--- config.mk ---
export PLATFORM = sky130hd
export DESIGN_NAME = sdram_wb_arbiter
export DESIGN_NICKNAME = d
export VERILOG_FILES = /design/src/rtl/sdram_wb_arbiter.sv
export SDC_FILE = /design/constraint.sdc
export NUM_CORES = 1
export LEC_CHECK = 0
export ABC_CLOCK_PERIOD_IN_PS = 3540
export BUFFER_PORTS_ARGS = -buffer_cell sky130_fd_sc_hd__buf_2
export CORE_UTILIZATION = 39
export DETAILED_ROUTE_END_ITERATION = 12
export PLACE_DENSITY_LB_ADDON = 0.1
export SETUP_SLACK_MARGIN = 0.02
export SYNTH_ARGS = -nofsm -noshare
export SYNTH_HDL_FRONTEND = slang
export SYNTH_SLANG_ARGS = --single-unit
--- constraint.sdc ---
create_clock -name clk -period 3.54 [get_ports clk]
set_input_delay 1.062 -clock clk [delete_from_list [all_inputs] [get_ports clk]]
set_output_delay 1.062 -clock clk [all_outputs]
set_load 0.005 [all_outputs]
--- src/rtl/sdram_wb_arbiter.sv ---
`default_nettype none
// ============================================================================
// Module   : sdram_wb_arbiter
// Purpose  : Two-master round-robin arbiter in front of the pipelined Wishbone
//            SDRAM access port. Tracks accepted-but-unacked strobes so the
//            bus changes hands only once every issued access has been acked,
//            and bounds each tenure to BURST_MAX accepted strobes when the
//            other master is waiting.
// Ports    : clk, reset (async, active-low)
//            m0_* / m1_*  : Wishbone pipelined slave ports facing the masters
//            s_*          : Wishbone pipelined master port facing sdram_top
// Revision : 1.0  initial release
// ============================================================================
module sdram_wb_arbiter #(
  parameter int AW              = 32,
  parameter int DW              = 16,
  parameter int MAX_OUTSTANDING = 8,
  parameter int BURST_MAX       = 32
) (
  input  logic          clk,
  input  logic          reset,

  input  logic [AW-1:0] m0_address,
  input  logic [DW-1:0] m0_writedata,
  output logic [DW-1:0] m0_readdata,
  input  logic          m0_strobe,
  input  logic          m0_cycle,
  input  logic          m0_write,
  output logic          m0_ack,
  output logic          m0_stall,

  input  logic [AW-1:0] m1_address,
  input  logic [DW-1:0] m1_writedata,
  output logic [DW-1:0] m1_readdata,
  input  logic          m1_strobe,
  input  logic          m1_cycle,
  input  logic          m1_write,
  output logic          m1_ack,
  output logic          m1_stall,

  output logic [AW-1:0] s_address,
  output logic [DW-1:0] s_writedata,
  output logic          s_strobe,
  output logic          s_cycle,
  output logic          s_write,
  input  logic [DW-1:0] s_readdata,
  input  logic          s_ack,
  input  logic          s_stall
);

  localparam logic [7:0]  c_MAX_OUT   = 8'(MAX_OUTSTANDING);
  localparam logic [15:0] c_BURST_MAX = 16'(BURST_MAX);

  typedef enum logic [1:0] {
    ST_IDLE  = 2'd0,
    ST_GRANT = 2'd1,
    ST_DRAIN = 2'd2
  } state_t;

  state_t      r_state;
  logic        r_owner;
  logic        r_last;
  logic [7:0]  r_outst;
  logic [15:0] r_burst;

  logic        w_grant;
  logic        w_drain;
  logic        w_own_cyc;
  logic        w_own_stb;
  logic        w_oth_cyc;
  logic        w_burst_hit;
  logic        w_block;
  logic        w_accept;
  logic        w_ack_ok;
  logic        w_fwd_ack;
  logic        w_own_stall;
  logic [7:0]  w_outst_nxt;

  always_comb begin
    w_grant     = (r_state == ST_GRANT);
    w_drain     = (r_state == ST_DRAIN);
    w_own_cyc   = r_owner ? m1_cycle  : m0_cycle;
    w_own_stb   = r_owner ? m1_strobe : m0_strobe;
    w_oth_cyc   = r_owner ? m0_cycle  : m1_cycle;

    // Burst limit only bites while the other master is actually waiting.
    w_burst_hit = (r_burst == c_BURST_MAX) && w_oth_cyc;
    w_block     = (r_outst == c_MAX_OUT) || w_burst_hit;

    s_strobe    = w_grant && w_own_cyc && w_own_stb && !w_block;
    w_accept    = s_strobe && !s_stall;

    // An ack with nothing outstanding is a slave protocol error: drop it so
    // the counter cannot wrap and no master sees a phantom ack.
    w_ack_ok    = (w_grant || w_drain) && s_ack && (r_outst != 8'd0);
    w_fwd_ack   = w_ack_ok && w_own_cyc;

    case ({w_accept, w_ack_ok})
      2'b10:   w_outst_nxt = r_outst + 8'd1;
      2'b01:   w_outst_nxt = r_outst - 8'd1;
      default: w_outst_nxt = r_outst;
    endcase

    w_own_stall = !(w_grant && !(s_stall || w_block));

    s_cycle     = w_grant || w_drain;
    s_address   = '0;
    s_writedata = '0;
    s_write     = 1'b0;
    if (w_grant) begin
      s_address   = r_owner ? m1_address   : m0_address;
      s_writedata = r_owner ? m1_writedata : m0_writedata;
      s_write     = r_owner ? m1_write     : m0_write;
    end

    m0_stall    = r_owner ? 1'b1 : w_own_stall;
    m1_stall    = r_owner ? w_own_stall : 1'b1;
    m0_ack      = w_fwd_ack && !r_owner;
    m1_ack      = w_fwd_ack &&  r_owner;
    m0_readdata = s_readdata;
    m1_readdata = s_readdata;
  end

  always_ff @(posedge clk or negedge reset) begin
    if (!reset) begin
      r_state <= ST_IDLE;
      r_owner <= 1'b0;
      r_last  <= 1'b1;
      r_outst <= 8'd0;
      r_burst <= 16'd0;
    end else begin
      case (r_state)
        ST_IDLE: begin
          if (m0_cycle || m1_cycle) begin
            // On a tie the master that was not served last wins.
            r_owner <= (m0_cycle && m1_cycle) ? ~r_last : m1_cycle;
            r_burst <= 16'd0;
            r_state <= ST_GRANT;
          end
        end
        ST_GRANT: begin
          r_outst <= w_outst_nxt;
          // Saturate at the limit so a long solo tenure still blocks as
          // soon as the other master shows up.
          if (w_accept && (r_burst != c_BURST_MAX)) begin
            r_burst <= r_burst + 16'd1;
          end
          if (!w_own_cyc || w_burst_hit) begin
            if (w_outst_nxt == 8'd0) begin
              r_state <= ST_IDLE;
              r_last  <= r_owner;
            end else begin
              r_state <= ST_DRAIN;
            end
          end
        end
        ST_DRAIN: begin
          r_outst <= w_outst_nxt;
          if (w_outst_nxt == 8'd0) begin
            r_state <= ST_IDLE;
            r_last  <= r_owner;
          end
        end
        default: begin
          r_state <= ST_IDLE;
        end
      endcase
    end
  end

endmodule
`default_nettype wire
==> out/qor.csv <==
stage,metric,value,unit
clocking,H-tree levels,1,
final_layout,Final nets,701,
floorplanning,Die Area,8260,sq um
worst_setup_path,crit path DAT,4.33,ns
logic_synthesis,number of enable flip-flop cells after synthesis,0,
floorplanning,core region area,7690,sq um
status,failing checks,setup timing,
clocking,Max clock buf depth,2,
global_routing,maximum number of pins on one net before global-route repair,55,
final_layout,antenna fix cells,0,
logic_synthesis,syn_area_per_cell,8.35,sq um
global_routing,first-pass GRT wire length,15500,microns
floorplanning,standard-cell rows,32,
clocking,hold_buf cts,0,
logic_synthesis,Synth area leaders,"dfrtp_1 (22%), mux2i_1 (16%), nor2b_1 (10%), buf_4 (7.8%), ha_1 (4.9%)",
sta,Slew @ Worst Pin,0.789,ns
sta,Hold WS,0.562,ns
route,via count,3270,
worst_setup_path,delay of the slowest cell on the worst path,0.54,ns
final_layout,layout cells sized above 1,51.0,%
final_layout,"Non-Filler Cell Area, Final",4650,sq um
power_and_ir_drop,switching power,1.63,mW
power_and_ir_drop,Comb power frac,81.5,%
power_and_ir_drop,Internal,2.24,mW
floorplanning,initial core utilization,40.1,%
route,antenna-violating nets left,0,
logic_synthesis,Cell variety after synth,53,
placement,DP Cell Count,644,
global_routing,vias in the first global route,3258,
power_and_ir_drop,Max VDD drop,381,uV
power_and_ir_drop,switch share,42.1,%
power_and_ir_drop,Clk pwr share,6.6,%
status,status,"finished, violations left",
clocking,Skew-Pair Late Insertion Delay,0.28,ns
floorplanning,DIE HEIGHT,90.9,microns
route,DR WL/cell,14.9,microns
sta,FMAX,0.240,GHz
logic_synthesis,Post-synth ARST share,100,%
floorplanning,chip width,90.9,microns
floorplanning,boundary pin count,209,
worst_setup_path,buffers and inverters on the worst path,1,
worst_setup_path,CP max stage cell,or4_4,
worst_setup_path,Crit. End Element,flop,
placement,DP Area,4230,sq um
final_layout,P&R area growth vs syn,51.0,%
global_routing,initial antenna violation count,0,
sta,post-route clock period utilization,118,%
sta,final hold violations,0,
sta,Setup Viol. Count Final,3,
logic_synthesis,net count after synthesis,504,
worst_setup_path,sequence of cells on the critical path,buf_6 -> mux2_4 -> nand2_2 -> nand2_2 -> nor3_2 -> nand2b_1 -> ha_4 -> fa_2 -> a211oi_4 -> nor2_1 -> xnor2_1 -> a32oi_1 -> or4_4 -> a21oi_4 -> mux2_4,
sta,max_slew headroom,47.4,%
logic_synthesis,Yosys warning count,0,
clocking,clk slew on worst S/H paths,0.10,ns
global_routing,total track usage,23.1,%
run,number of max-cap violations,0,
sta,max-slew violation count,0,
power_and_ir_drop,Power Density,833,nW/um^2
logic_synthesis,sequential area share after synthesis,22.8,%
clocking,TritonCTS Sinks,28,
power_and_ir_drop,Reg power frac,11.9,%
clocking,CTS Buf Count,3,
sta,clk_skew,0.00618,ns
logic_synthesis,share of the synthesized area in the top cell type,21.9,%
route,Routed WL,9910,microns
sta,RSZ-0062 raised after global routing,true,
hold_path,Hold Crit Class,flop to flop,
clocking,clk root buf,clkbuf_8,
route,starting DRC count in detailed routing,140,
power_and_ir_drop,Static Leak,2.48,nW
global_routing,GR Overflow Total,0,
logic_synthesis,"Primary FF master, synth",dfrtp_1,
logic_synthesis,largest area contributor in the netlist,dfrtp_1,
worst_setup_path,largest fanout on the critical path,8,
final_layout,final non-filler cell total,667,
final_layout,final core utilization,60.5,%
sta,worst setup margin,-0.627,ns
placement,dpl hpwl,7590,microns
clocking,clock tree from TritonCTS,done,
route,Pre-antenna DRT Iters,4,
worst_setup_path,CP Class,primary input to flop,
route,vias per std cell,4.90,
logic_synthesis,"flops & latches, synth",28,
logic_synthesis,mapped cell area,3080,sq um
sta,min Tclk post-route,4.17,ns
placement,routability congestion estimate,0.814,
worst_setup_path,CP Launch Type,primary input,
worst_setup_path,CP top delay family,simple AND/OR/NAND/NOR gates,
route,DRC viols,0,
worst_setup_path,CP Data Required Time,3.71,ns
placement,IO buf count,160,
logic_synthesis,Mapped Cells,369,
## Yosys cell counts, types with 2 or more instances
master and count:
a211oi_2 2, a21oi_1 10, a21oi_2 2, a32oi_1 2, and2_1 3, and3_1 7
and4_1 3, buf_4 32, clkbuf_1 16, dfrtp_1 27, ha_1 12, inv_1 9
mux2_2 3, mux2i_1 49, nand2_1 23, nand2b_1 7, nand3_1 8, nand4_1 7
nor2_1 21, nor2b_1 50, nor3_1 4, nor3b_1 2, nor4_1 4, nor4b_1 2
o211ai_1 4, o21ai_0 14, o21ai_1 3, o41ai_1 2, or3_1 5, xnor2_1 3
xor2_1 11
## path summary, 6_finish.rpt
kind,slack [ns],from,end,depth (start not counted)
max in group asynchronous,2.29,reset,r_owner$_DFFE_PN0P_,1
setup / recovery,-0.63,m1_cycle,r_state[0]$_DFFE_PN0P_,15
hold / removal,0.56,r_state[0]$_DFFE_PN0P_,r_state[0]$_DFFE_PN0P_,1
setup reg to reg,-0.53,r_burst[0]$_DFFE_PN0P_,r_state[0]$_DFFE_PN0P_,18
hold reg to reg,0.56,r_state[0]$_DFFE_PN0P_,r_state[0]$_DFFE_PN0P_,1
min in group asynchronous,0.80,reset,r_owner$_DFFE_PN0P_,1
## cells by family after synthesis
logic type,share of synthesized area [%]
buf+inv,11.5
simple gates,27.5
flops,22.8
xor+xnor,3.98
fa+ha+maj,5.52
compound gates,10.8
mux,17.9
## cell type report
class | instances | area [sq um]
fillers | 700 | 3040
repair buffers | 243 | 1440
clock buffers | 3 | 41.3
flip-flops and latches | 28 | 703
inverters | 9 | 33.8
clock inverters | 1 | 30.0
well taps | 102 | 128
multi-input cells | 281 | 2270
## layout by cell type, fill, tap and decap left out, drive strengths merged, types with 4 or more instances in the layout
master / n
buf: 243
nor2b: 50
mux2i: 49
dfrtp: 27
nand2: 24
nor2: 21
o21ai: 17
a21oi: 12
ha: 12
xor2: 11
inv: 9
nand3: 8
nand2b: 7
nand4: 7
and3: 7
mux2: 5
or3: 5
o211ai: 4
nor3: 4
nor4: 4
## sequential cells by signal (all words and copies together) (netlist names)
name and count:
r_burst 16, r_last 1, r_outst 8, r_owner 1, r_state 2
## power groups by stage
stage | Sequential, mW | Clock (mW) | Combinational, mW
after floorplan | 0.466 | 0 | 1.56
after global placement | 0.456 | 0 | 2.54
after detailed placement | 0.457 | 0 | 2.58
after CTS | 0.457 | 0.261 | 2.79
after global routing | 0.469 | 0.279 | 3.42
final | 0.460 | 0.256 | 3.16
## per-stage QoR
step | setup slack (ns) | TNS, ns | power [mW]
floorplan | -0.638 | -1.38 | 2.03
global route | -0.696 | -1.92 | 4.17
CTS | -0.434 | -1.22 | 3.51
detailed placement | -0.886 | -2.80 | 3.03
finish | -0.627 | -1.63 | 3.87
global placement | -0.845 | -2.63 | 3.00
## layer usage
layer  wire length [microns]  up-vias  part of all wire, %  track usage (%)
li1                        -     1649                    -                -
met3                     582       16                  5.9             4.46
met1                    4420     1511                   45             29.7
met5                       0        -                    0                0
met4                     149        0                  1.5             6.88
met2                    4760       94                   48             39.2
## repair_timing
| item | CTS | global route |
|---|---|---|
| gates cloned | 0 | 0 |
| setup buffers | 7 | 12 |
| setup endpoints to repair | 4 | 4 |
| pin swaps | 15 | 11 |
| endpoints found under the hold margin | 0 | 0 |
| resized for setup | 19 | 19 |
(Power assumes the default switching activity.)
